## src/rtl/div_calc_pkg.sv

```systemverilog
// Shared definitions for the keypad divider calculator.
//   state_e   : entry / divide / show sequencing states
//   KEY_*     : keypad control codes
//   min_width : smallest binary width that holds any NDIG-digit decimal value
package div_calc_pkg;

    typedef enum logic [1:0] {
        S_A,
        S_B,
        S_DIV,
        S_SHOW
    } state_e;

    localparam logic [3:0] KEY_ENTER = 4'hA;
    localparam logic [3:0] KEY_CLEAR = 4'hC;

    function automatic int unsigned min_width(input int unsigned ndig);
        int unsigned pow10;
        pow10 = 1;
        for (int unsigned i = 0; i < ndig; i++) begin
            pow10 = pow10 * 10;
        end
        // pow10 is never a power of two, so 2**clog2(pow10) > pow10 - 1
        return $clog2(pow10);
    endfunction

endpackage

```

## src/rtl/module_seq_divider.sv

```systemverilog
// Sequential restoring divider, one quotient bit per cycle, MSB first.
//   clk, rst_in : clock, asynchronous active-low reset
//   start       : begin a division with dividend/divisor (ignored while busy)
//   abort       : cancel any running division, no done
//   dividend    : numerator, sampled on start
//   divisor     : denominator, sampled on start
//   busy        : iterations in progress
//   done        : strobe, high in the cycle whose clock edge completes the
//                 result; q/r/dz are valid alongside it
//   q, r, dz    : result presented with done (dz = divide by zero)
// A zero divisor completes on the start edge itself: q = all ones, r = dividend.
module module_seq_divider #(
    parameter int unsigned WIDTH = 7
) (
    input  logic             clk,
    input  logic             rst_in,
    input  logic             start,
    input  logic             abort,
    input  logic [WIDTH-1:0] dividend,
    input  logic [WIDTH-1:0] divisor,
    output logic             busy,
    output logic             done,
    output logic [WIDTH-1:0] q,
    output logic [WIDTH-1:0] r,
    output logic             dz
);

    localparam int unsigned CW = $clog2(WIDTH + 1);

    logic [WIDTH-1:0] rem_q, rem_d;
    logic [WIDTH-1:0] quo_q, quo_d;
    logic [WIDTH-1:0] dvs_q;
    logic [CW-1:0]    cnt_q;
    logic             busy_q;
    logic [WIDTH:0]   trial;
    logic             last;
    logic             dz_hit;
    logic             load;

    always_comb begin
        trial = {rem_q, quo_q[WIDTH-1]};
        rem_d = trial[WIDTH-1:0];
        quo_d = {quo_q[WIDTH-2:0], 1'b0};
        if (trial >= {1'b0, dvs_q}) begin
            // difference is below dvs_q, so the low WIDTH bits are exact
            rem_d = trial[WIDTH-1:0] - dvs_q;
            quo_d = {quo_q[WIDTH-2:0], 1'b1};
        end
    end

    assign last   = busy_q && (cnt_q == CW'(1));
    assign dz_hit = start && !busy_q && (divisor == '0);
    assign load   = start && !busy_q && (divisor != '0);

    assign busy = busy_q;
    assign done = !abort && (last || dz_hit);
    assign dz   = dz_hit;
    assign q    = dz_hit ? '1 : quo_d;
    assign r    = dz_hit ? dividend : rem_d;

    always_ff @(posedge clk or negedge rst_in) begin
        if (!rst_in) begin
            busy_q <= 1'b0;
            rem_q  <= '0;
            quo_q  <= '0;
            dvs_q  <= '0;
            cnt_q  <= '0;
        end else if (abort) begin
            busy_q <= 1'b0;
        end else if (load) begin
            busy_q <= 1'b1;
            rem_q  <= '0;
            quo_q  <= dividend;
            dvs_q  <= divisor;
            cnt_q  <= CW'(WIDTH);
        end else if (busy_q) begin
            rem_q <= rem_d;
            quo_q <= quo_d;
            cnt_q <= cnt_q - CW'(1);
            if (last) begin
                busy_q <= 1'b0;
            end
        end
    end

endmodule

```

## src/rtl/module_div_calc.sv

```systemverilog
// Keypad-driven decimal divide calculator core.
//   clk, rst_in : clock, asynchronous active-low reset
//   press       : single-cycle debounced key strobe
//   numero      : key code (0-9 digit, A enter, C clear) qualified by press
//   a_bcd/b_bcd : entered operand digits, most significant nibble first
//   q, r        : quotient / remainder of the last division
//   busy        : division running
//   done        : one-cycle pulse when q/r/err become valid
//   err         : last division was by zero
//   sel_disp    : 0 shows operands, 1 shows result
module module_div_calc
    import div_calc_pkg::*;
#(
    parameter int unsigned NDIG  = 2,
    parameter int unsigned WIDTH = 7
) (
    input  logic              clk,
    input  logic              rst_in,
    input  logic              press,
    input  logic [3:0]        numero,
    output logic [4*NDIG-1:0] a_bcd,
    output logic [4*NDIG-1:0] b_bcd,
    output logic [WIDTH-1:0]  q,
    output logic [WIDTH-1:0]  r,
    output logic              busy,
    output logic              done,
    output logic              err,
    output logic              sel_disp
);

    localparam int unsigned CB = $clog2(NDIG + 1);
    localparam int unsigned BW = 4 * NDIG;

    if (NDIG < 1 || NDIG > 4 || WIDTH < min_width(NDIG)) begin : g_param_check
        $error("module_div_calc: NDIG must be 1..4 and WIDTH must hold 10**NDIG-1");
    end

    state_e           state_q;
    logic [WIDTH-1:0] acc_a_q, acc_b_q;
    logic [WIDTH-1:0] acc_a_d, acc_b_d;
    logic [BW-1:0]    bcd_a_q, bcd_b_q;
    logic [BW-1:0]    bcd_a_d, bcd_b_d;
    logic [CB-1:0]    cnt_a_q, cnt_b_q;
    logic [WIDTH-1:0] q_q, r_q;
    logic             err_q, done_q;

    logic             is_digit, key_enter, key_clear;
    logic             div_start, div_busy, div_done, div_dz;
    logic [WIDTH-1:0] div_q, div_r;

    assign is_digit  = press && (numero <= 4'd9);
    assign key_enter = press && (numero == KEY_ENTER);
    assign key_clear = press && (numero == KEY_CLEAR);
    assign div_start = key_enter && (state_q == S_B);

    // acc*10 + digit as shifts; no overflow given the WIDTH check above
    assign acc_a_d = (acc_a_q << 3) + (acc_a_q << 1) + WIDTH'(numero);
    assign acc_b_d = (acc_b_q << 3) + (acc_b_q << 1) + WIDTH'(numero);
    assign bcd_a_d = (bcd_a_q << 4) | BW'(numero);
    assign bcd_b_d = (bcd_b_q << 4) | BW'(numero);

    module_seq_divider #(.WIDTH(WIDTH)) u_div (
        .clk      (clk),
        .rst_in   (rst_in),
        .start    (div_start),
        .abort    (key_clear),
        .dividend (acc_a_q),
        .divisor  (acc_b_q),
        .busy     (div_busy),
        .done     (div_done),
        .q        (div_q),
        .r        (div_r),
        .dz       (div_dz)
    );

    always_ff @(posedge clk or negedge rst_in) begin
        if (!rst_in) begin
            state_q <= S_A;
            acc_a_q <= '0;
            acc_b_q <= '0;
            bcd_a_q <= '0;
            bcd_b_q <= '0;
            cnt_a_q <= '0;
            cnt_b_q <= '0;
            q_q     <= '0;
            r_q     <= '0;
            err_q   <= 1'b0;
            done_q  <= 1'b0;
        end else begin
            done_q <= 1'b0;
            if (key_clear) begin
                state_q <= S_A;
                acc_a_q <= '0;
                acc_b_q <= '0;
                bcd_a_q <= '0;
                bcd_b_q <= '0;
                cnt_a_q <= '0;
                cnt_b_q <= '0;
                q_q     <= '0;
                r_q     <= '0;
                err_q   <= 1'b0;
            end else begin
                case (state_q)
                    S_A: begin
                        if (is_digit) begin
                            if (cnt_a_q < CB'(NDIG)) begin
                                acc_a_q <= acc_a_d;
                                bcd_a_q <= bcd_a_d;
                                cnt_a_q <= cnt_a_q + CB'(1);
                            end
                        end else if (key_enter) begin
                            state_q <= S_B;
                        end
                    end
                    S_B: begin
                        if (is_digit) begin
                            if (cnt_b_q < CB'(NDIG)) begin
                                acc_b_q <= acc_b_d;
                                bcd_b_q <= bcd_b_d;
                                cnt_b_q <= cnt_b_q + CB'(1);
                            end
                        end else if (key_enter) begin
                            // divide by zero completes on this same edge
                            if (div_done) begin
                                q_q     <= div_q;
                                r_q     <= div_r;
                                err_q   <= div_dz;
                                done_q  <= 1'b1;
                                state_q <= S_SHOW;
                            end else begin
                                state_q <= S_DIV;
                            end
                        end
                    end
                    S_DIV: begin
                        if (div_done) begin
                            q_q     <= div_q;
                            r_q     <= div_r;
                            err_q   <= div_dz;
                            done_q  <= 1'b1;
                            state_q <= S_SHOW;
                        end
                    end
                    S_SHOW: begin
                        if (is_digit) begin
                            acc_a_q <= WIDTH'(numero);
                            bcd_a_q <= BW'(numero);
                            cnt_a_q <= CB'(1);
                            acc_b_q <= '0;
                            bcd_b_q <= '0;
                            cnt_b_q <= '0;
                            q_q     <= '0;
                            r_q     <= '0;
                            err_q   <= 1'b0;
                            state_q <= S_A;
                        end
                    end
                    default: state_q <= S_A;
                endcase
            end
        end
    end

    assign a_bcd    = bcd_a_q;
    assign b_bcd    = bcd_b_q;
    assign q        = q_q;
    assign r        = r_q;
    assign err      = err_q;
    assign done     = done_q;
    assign busy     = div_busy;
    assign sel_disp = (state_q == S_SHOW);

endmodule

```

## config.mk

```make
export PLATFORM = sky130hd
export DESIGN_NAME = module_div_calc
export DESIGN_NICKNAME = d
export VERILOG_FILES = /design/src/rtl/div_calc_pkg.sv /design/src/rtl/module_seq_divider.sv /design/src/rtl/module_div_calc.sv
export SDC_FILE = /design/constraint.sdc
export NUM_CORES = 1
export LEC_CHECK = 0
export BUFFER_PORTS_ARGS = -buffer_cell sky130_fd_sc_hd__buf_2
export CAP_MARGIN = 25
export CORE_MARGIN = 5
export CORE_UTILIZATION = 54
export CTS_CLUSTER_SIZE = 30
export DETAILED_ROUTE_END_ITERATION = 16
export PLACE_DENSITY = 0.77
export SLEW_MARGIN = 15
export SYNTH_ARGS = -nofsm -noshare
export SYNTH_HDL_FRONTEND = slang
export SYNTH_SLANG_ARGS = --single-unit
```

## constraint.sdc

```tcl
create_clock -name clk -period 2.5 [get_ports clk]
set_input_delay 0.125 -clock clk [delete_from_list [all_inputs] [get_ports clk]]
set_output_delay 0.125 -clock clk [all_outputs]
set_load 0.02 [all_outputs]
```

After elaboration in Yosys (flattened, before gate mapping)

Index checks and enable logic that the tools add are counted.

Add/sub/neg operators: 8
$lt $le $gt $ge: 4
Eq/ne operators: 16
Muxes and demuxes: 73
Bitwise gates (word level): 3
Reductions and logical operators: 25

Operators by type and width:

| kind                 | number |
|---|---|
| $mux W7              | 23 |
| $mux W8              | 8 |
| $pmux W7 S3          | 2 |
| $pmux W8 S2          | 2 |
| $mux W2              | 14 |
| $pmux W7 S2          | 2 |
| $ne A3 B2 Y1 const B | 8 |
| $or A8 B4 Y8         | 2 |
| $mux W1              | 15 |
| $add A7 B4 Y7        | 2 |
| $add A7 B7 Y7        | 2 |
| $reduce_and A4 Y1    | 3 |
| $logic_and A1 B1 Y1  | 9 |
| $eq A4 B4 Y1 const B | 2 |
| $ge A8 B7 Y1         | 1 |
| $pmux W2 S2          | 2 |
| $pmux W2 S4          | 1 |
| $logic_not A7 Y1     | 1 |
| $reduce_bool A7 Y1   | 1 |
| $sub A7 B7 Y7        | 1 |
| $mux W3              | 2 |
| $ne A3 B1 Y1 const B | 2 |
| $reduce_and A6 Y1    | 1 |
| $reduce_bool A3 Y1   | 2 |
| 16 further kinds     | 21 |

Register bits after elaboration: 77
Bits of input ports: 7
Output and inout bits: 34
Word-level logic and storage cells: 145

Longest topological paths before layout

Depth in word-level cells: 12
Mapped depth: 10
Depth with buffers taken out: 9

Modules after synthesis

From an unflattened synthesis, not the netlist that was laid out.

Cell total of the unflattened synthesis: 486
Area total of the unflattened synthesis: 4,398.0 sq um

By module, submodules not included:

| module             | instances | cells an instance | area each (sq um) | sequential area each (sq um) |
|---|---|---|---|---|
| module_div_calc    | 1         | 297               | 2,761.4           | 1,251.2 |
| module_seq_divider | 1         | 189               | 1,636.6           | 625.6 |

Least setup slack after synthesis

No wires, ideal clock.

Path type: reg-to-reg
From: reg state_q[1]
To: reg r_q[1], in the netlist r[1]
Setup time: 80 ps
Arrival: 2,414 ps
Required time: 2,420 ps
Setup slack: 6 ps
Stages on the path, launching flop included: 10
Path buffers: 1
Period minus slack after synthesis: 2,494 ps
Path through: dfrtp_1 inv_1 ha_1 or4bb_1 nor4_4 o21ai_1 o21a_1 buf_6 or3_4 o211ai_2

Cells in the longest elaborated chain, start to end: 11
Elaborated cells on any way between the ends: 19
Those cells by class: eq/ne: 6; mux: 6; reduce/logical: 7

RTL lines:

| element                          | line                                           | text |
|---|---|---|
| start: declaration               | module_div_calc.sv:38                          | `state_e state_q;` |
| start signal: assignment         | module_div_calc.sv:78                          | `state_q <= S_A;` |
| start signal: assignment         | module_div_calc.sv:92                          | `state_q <= S_A;` |
| start signal: assignment         | module_div_calc.sv:112                         | `state_q <= S_B;` |
| $eq A2 B1 Y1                     | module_div_calc.sv:54, module_div_calc.sv:103  |  |
| $logic_and A1 B1 Y1              | module_div_calc.sv:54                          | `assign div_start = key_enter && (state_q == S_B);` |
| $logic_and A1 B1 Y1 (2 in a row) | module_seq_divider.sv:52                       | `assign dz_hit = start && !busy_q && (divisor == '0);` |
| $logic_or A1 B1 Y1               | module_seq_divider.sv:56                       | `assign done = !abort && (last \|\| dz_hit);` |
| $logic_and A1 B1 Y1              | module_seq_divider.sv:56                       |  |
| $mux W7                          | module_div_calc.sv:124, module_div_calc.sv:136 |  |
| $mux W7                          | module_div_calc.sv:122                         | `end else if (key_enter) begin` |
| $mux W7                          | module_div_calc.sv:116                         | `if (is_digit) begin` |
| $pmux W7 S3                      | module_div_calc.sv:103                         | `case (state_q)` |
| $mux W7                          | module_div_calc.sv:91                          | `if (key_clear) begin` |
| end signal: assignment           | module_div_calc.sv:126                         | `r_q <= div_r;` |
| end signal: assignment           | module_div_calc.sv:138                         | `r_q <= div_r;` |
| end: declaration                 | module_div_calc.sv:44                          | `logic [WIDTH-1:0] q_q, r_q;` |

Several ways; a longest one is shown, not always the timed one. The select of a mux whose other input is x is not followed.
A chain may end at the register's enable or synchronous reset.

Worst setup path after layout

From: reg u_div.rem_q[1]
To: reg u_div.rem_q[1]

Cells in the longest elaborated chain, start to end: 4

RTL lines:

| element                  | line                     | text |
|---|---|---|
| start: declaration       | module_seq_divider.sv:30 | `logic [WIDTH-1:0] rem_q, rem_d;` |
| start signal: assignment | module_seq_divider.sv:77 | `rem_q <= rem_d;` |
| $ge A8 B7 Y1             | module_seq_divider.sv:44 | `if (trial >= {1'b0, dvs_q}) begin` |
| $mux W7                  | module_seq_divider.sv:44 |  |
| $mux W7                  | module_seq_divider.sv:76 | `end else if (busy_q) begin` |
| $mux W7                  | module_seq_divider.sv:70 | `end else if (load) begin` |

No other way between the ends. The select of a mux whose other input is x is not followed.

==> flow_metrics.py <==
metrics = {
    "sta": {
        "fmax_mhz": 416.4,
        "slew_viol_final": 0,
        "rsz0062_at_grt": "yes",
        "min_period_over_period_pct": 96.05,
        "hold_viol_final": 0,
        "post-route-min-period_ns": 2.401,
        "tightestPinTransition_ns": 0.5534,
        "finalWorstSetupSlack_ns": 0.09863,
        "finalHoldWorstSlack_ns": 0.05364,
        "setup_viol": 0,
        "clock_skew_ns": 0.01560,
        "relSlewSlack_pct": 63.11,
    },
    "clocking": {
        "cts_tree": "built",
        "clk_pin_slew_worst_paths_ns": 0.09,
        "clk_latency_ns": 0.36,
        "cts_sinks": 75,
        "htreeDepth": 3,
        "cts_buffer_depth": 2,
        "cts-root-buf": "clkbuf_8",
        "cts_made_buffers": 9,
    },
    "worst_setup_path": {
        "crit_family": "compound AO/OA/AOI/OAI gates",
        "max_stage_delay_ns": 0.43,
        "worstPathCellList": "ha_1 > nor2b_2 > o31ai_2 > a21o_1 > and2_4 > mux2_2 > o22ai_1",
        "critPathMaxFanout": 9,
        "end_kind": "register",
        "cp_data_arrival_time_ns": 2.67,
        "critPathKind": "reg2reg",
        "critPathSlowestCell": "dfrtp_1",
        "cp_data_required_time_ns": 2.77,
        "cp-start-kind": "register",
        "critPathBufInv": 0,
    },
    "placed_design": {
        "dpl.cell_count": 593,
        "place_ws_ns": -0.07821,
        "dpl_cell_area_mm2": 0.004687,
        "dp_hpwl_um": 7024,
        "port_buffers": 40,
        "routabilityCongestion": 0.8546,
    },
    "detailed_routing": {
        "wl_per_cell_um": 15.81,
        "drtAntennaViolNets": 0,
        "vias_per_cell": 5.680,
        "firstDrtPassIters": 5,
        "initialDrtViolationCount": 178,
        "vias": 3476,
        "wirelength_um": 9673,
        "drc_errors": 0,
    },
    "grt": {
        "grt_pass1_wl_um": 16950,
        "antenna_found_initial": 1,
        "grt_overflow": 0,
        "grt_use_total_pct": 21.28,
        "grt_pass1_vias": 3526,
        "grt_max_degree": 76,
    },
    "power": {
        "cellLeakagePower_nw": 2.495,
        "power_mw": 5.750,
        "ir_worst_vdd_mv": 0.6177,
        "power.density_mw_per_mm2": 1164,
    },
    "final_layout": {
        "postLayoutCellArea_mm2": 0.004940,
        "area_growth_pct": 15.78,
        "diodes": 0,
        "stdcell_count": 612,
        "drive_gt1_share_pct": 19.80,
        "fin_nets": 546,
    },
    "synthesis": {
        "netlist_top_cells_area": "dfrtp_1 44%, ha_1 8.5%, nand2_1 5.9%, o21ai_0 5.2%, mux2i_1 4.0%",
        "yosys.area.top_type": "dfrtp_1",
        "synth-seq-cells": 75,
        "avgSynthCellArea_um2": 9.502,
        "synth_top_area_share_pct": 43.99,
        "synth_edf_count": 0,
        "synthCells": 449,
        "netlist_area_mm2": 0.004267,
        "yosysSeqAreaShare_pct": 43.99,
        "synth-main-ff-cell": "dfrtp_1",
        "async_reset_ff_share_pct": 100.0,
        "yosys_warnings": 0,
        "synthTopCellsByCount": "75 x dfrtp_1, 67 x nand2_1, 44 x o21ai_0",
        "yosysMostFrequentCell": "dfrtp_1",
        "synth_fp_nets": 490,
        "ys_types": 46,
    },
    "die": {
        "io_pins": 41,
        "core_mm2": 0.007727,
        "die_y_um": 98.89,
        "dieArea_mm2": 0.009779,
        "rows": 32,
        "fp.dieW_um": 98.89,
        "initial_utilization_pct": 55.21,
    },
    "run": {
        "maxCapViolations": 0,
    },
    "hold_path": {
        "worst_hold_path_type": "in2reg",
    },
    "run_status": {
        "status": "finished, final reports clean",
    },
}
-- final cells by class --
type	count	area (um2)
inverters	29	108.9
well taps	102	127.6
fillers	628	2788
flip-flops and latches	75	1877
clock buffers	9	123.9
repair buffers	65	417.9
clock inverters	7	70.07
multi-input cells	325	2215
-- routing by layer --
| metal | vias up | routed length (um) | part of all wire [%] | global-route usage, % |
|---|---|---|---|---|
| met5 | - | 7 | 0.072 | 0 |
| met4 | 2 | 147 | 1.5 | 5.987 |
| met3 | 17 | 517 | 5.3 | 5.449 |
| met2 | 104 | 4654 | 48 | 34.40 |
| met1 | 1675 | 4347 | 45 | 28.43 |
| li1 | 1678 | - | - | - |
-- final timing paths --
| path | slack [ns] | startpoint | endpoint | cells after the start |
|---|---|---|---|---|
| setup / recovery | 0.1 | u_div.rem_q[1]$_DFFE_PN0P_ | u_div.rem_q[1]$_DFFE_PN0P_ | 7 |
| max in group asynchronous | 1.68 | rst_in | acc_a_q[2]$_DFFE_PN0P_ | 3 |
| setup reg to reg | 0.1 | u_div.rem_q[1]$_DFFE_PN0P_ | u_div.rem_q[1]$_DFFE_PN0P_ | 7 |
| hold reg to reg | 0.47 | b_bcd[7]$_DFFE_PN0P_ | b_bcd[7]$_DFFE_PN0P_ | 2 |
| hold / removal | 0.05 | numero[0] | acc_a_q[0]$_DFFE_PN0P_ | 2 |
| min in group asynchronous | 0.25 | rst_in | u_div.dvs_q[6]$_DFFE_PN0P_ | 2 |
-- sequential cells by signal, indices dropped and copies added, names as in the netlist, 3 cells and up --
register     count
acc_b_q          7
u_div.dvs_q      7
acc_a_q          7
u_div.rem_q      7
r                7
u_div.cnt_q      3
b_bcd            7
q                7
a_bcd            7
u_div.quo_q      7
-- cells in the final DEF, fill, tap and decap left out, types with 2 or more instances in the layout --
| cell | synthesis | final |
|---|---|---|
| mux2_2 | 7 | 7 |
| ha_1 | 29 | 29 |
| and2_1 | 3 | 2 |
| a22o_1 | 4 | 4 |
| o21a_1 | 7 | 6 |
| mux2i_1 | 17 | 17 |
| buf_12 | 0 | 2 |
| nand2b_1 | 7 | 7 |
| inv_1 | 29 | 29 |
| a31oi_1 | 3 | 3 |
| nand3_1 | 10 | 10 |
| buf_4 | 2 | 23 |
| nor2b_1 | 4 | 3 |
| nand2_1 | 67 | 67 |
| inv_6 | 0 | 2 |
| a211oi_1 | 3 | 3 |
| a21o_1 | 6 | 6 |
| o21bai_1 | 2 | 2 |
| nor2_1 | 24 | 24 |
| dfrtp_1 | 75 | 75 |
| clkinv_4 | 0 | 2 |
| nand3b_1 | 2 | 2 |
| o21ai_1 | 2 | 2 |
| nor3_1 | 7 | 6 |
| buf_2 | 2 | 39 |
| fa_1 | 5 | 5 |
| xor2_1 | 6 | 6 |
| o31ai_1 | 13 | 12 |
| a21oi_1 | 24 | 24 |
| clkbuf_8 | 0 | 9 |
| o21ai_0 | 44 | 44 |
| o22ai_1 | 8 | 8 |
| xnor2_1 | 7 | 7 |
-- stage by stage --
stage	util, %	setup TNS, ns
2_1_floorplan	-	0
3_3_place_gp	60.65	0
3_5_place_dp	60.65	-0.1394
4_1_cts	63.31	0
5_1_grt	63.92	-0.05115
6_report	63.92	0
-- kinds of logic after synthesis --
kind of cell,count (synthesis),share of synthesized area (%)
muxes,24,5.836
DFF,75,43.99
and+or+nand+nor,133,14.69
buffers and inverters,49,4.721
AOI/OAI and AO/OA,121,17.24
adders and majority gates,34,10.85
xor gates and xnor gates,13,2.669
-- where the power goes --
group / total (mW) / internal (mW) / switching (mW) / leakage [nW]
registers: 2.00 / 1.66 / 0.345 / 0.962
logic: 2.84 / 1.21 / 1.63 / 1.44
clock network: 0.909 / 0.386 / 0.523 / 0.0951
total: 5.75 / 3.26 / 2.49 / 2.50
-- what timing repair did --
action | in CTS | in global routing
hold endpoints to repair | 75 | 0
gates resized for setup | 1 | 6
pin swaps | 0 | 1
buffers inserted | 0 | 1
endpoints found under the setup margin | 2 | 18
hold buffers | 1 | 0
(Power assumes the default switching activity.)
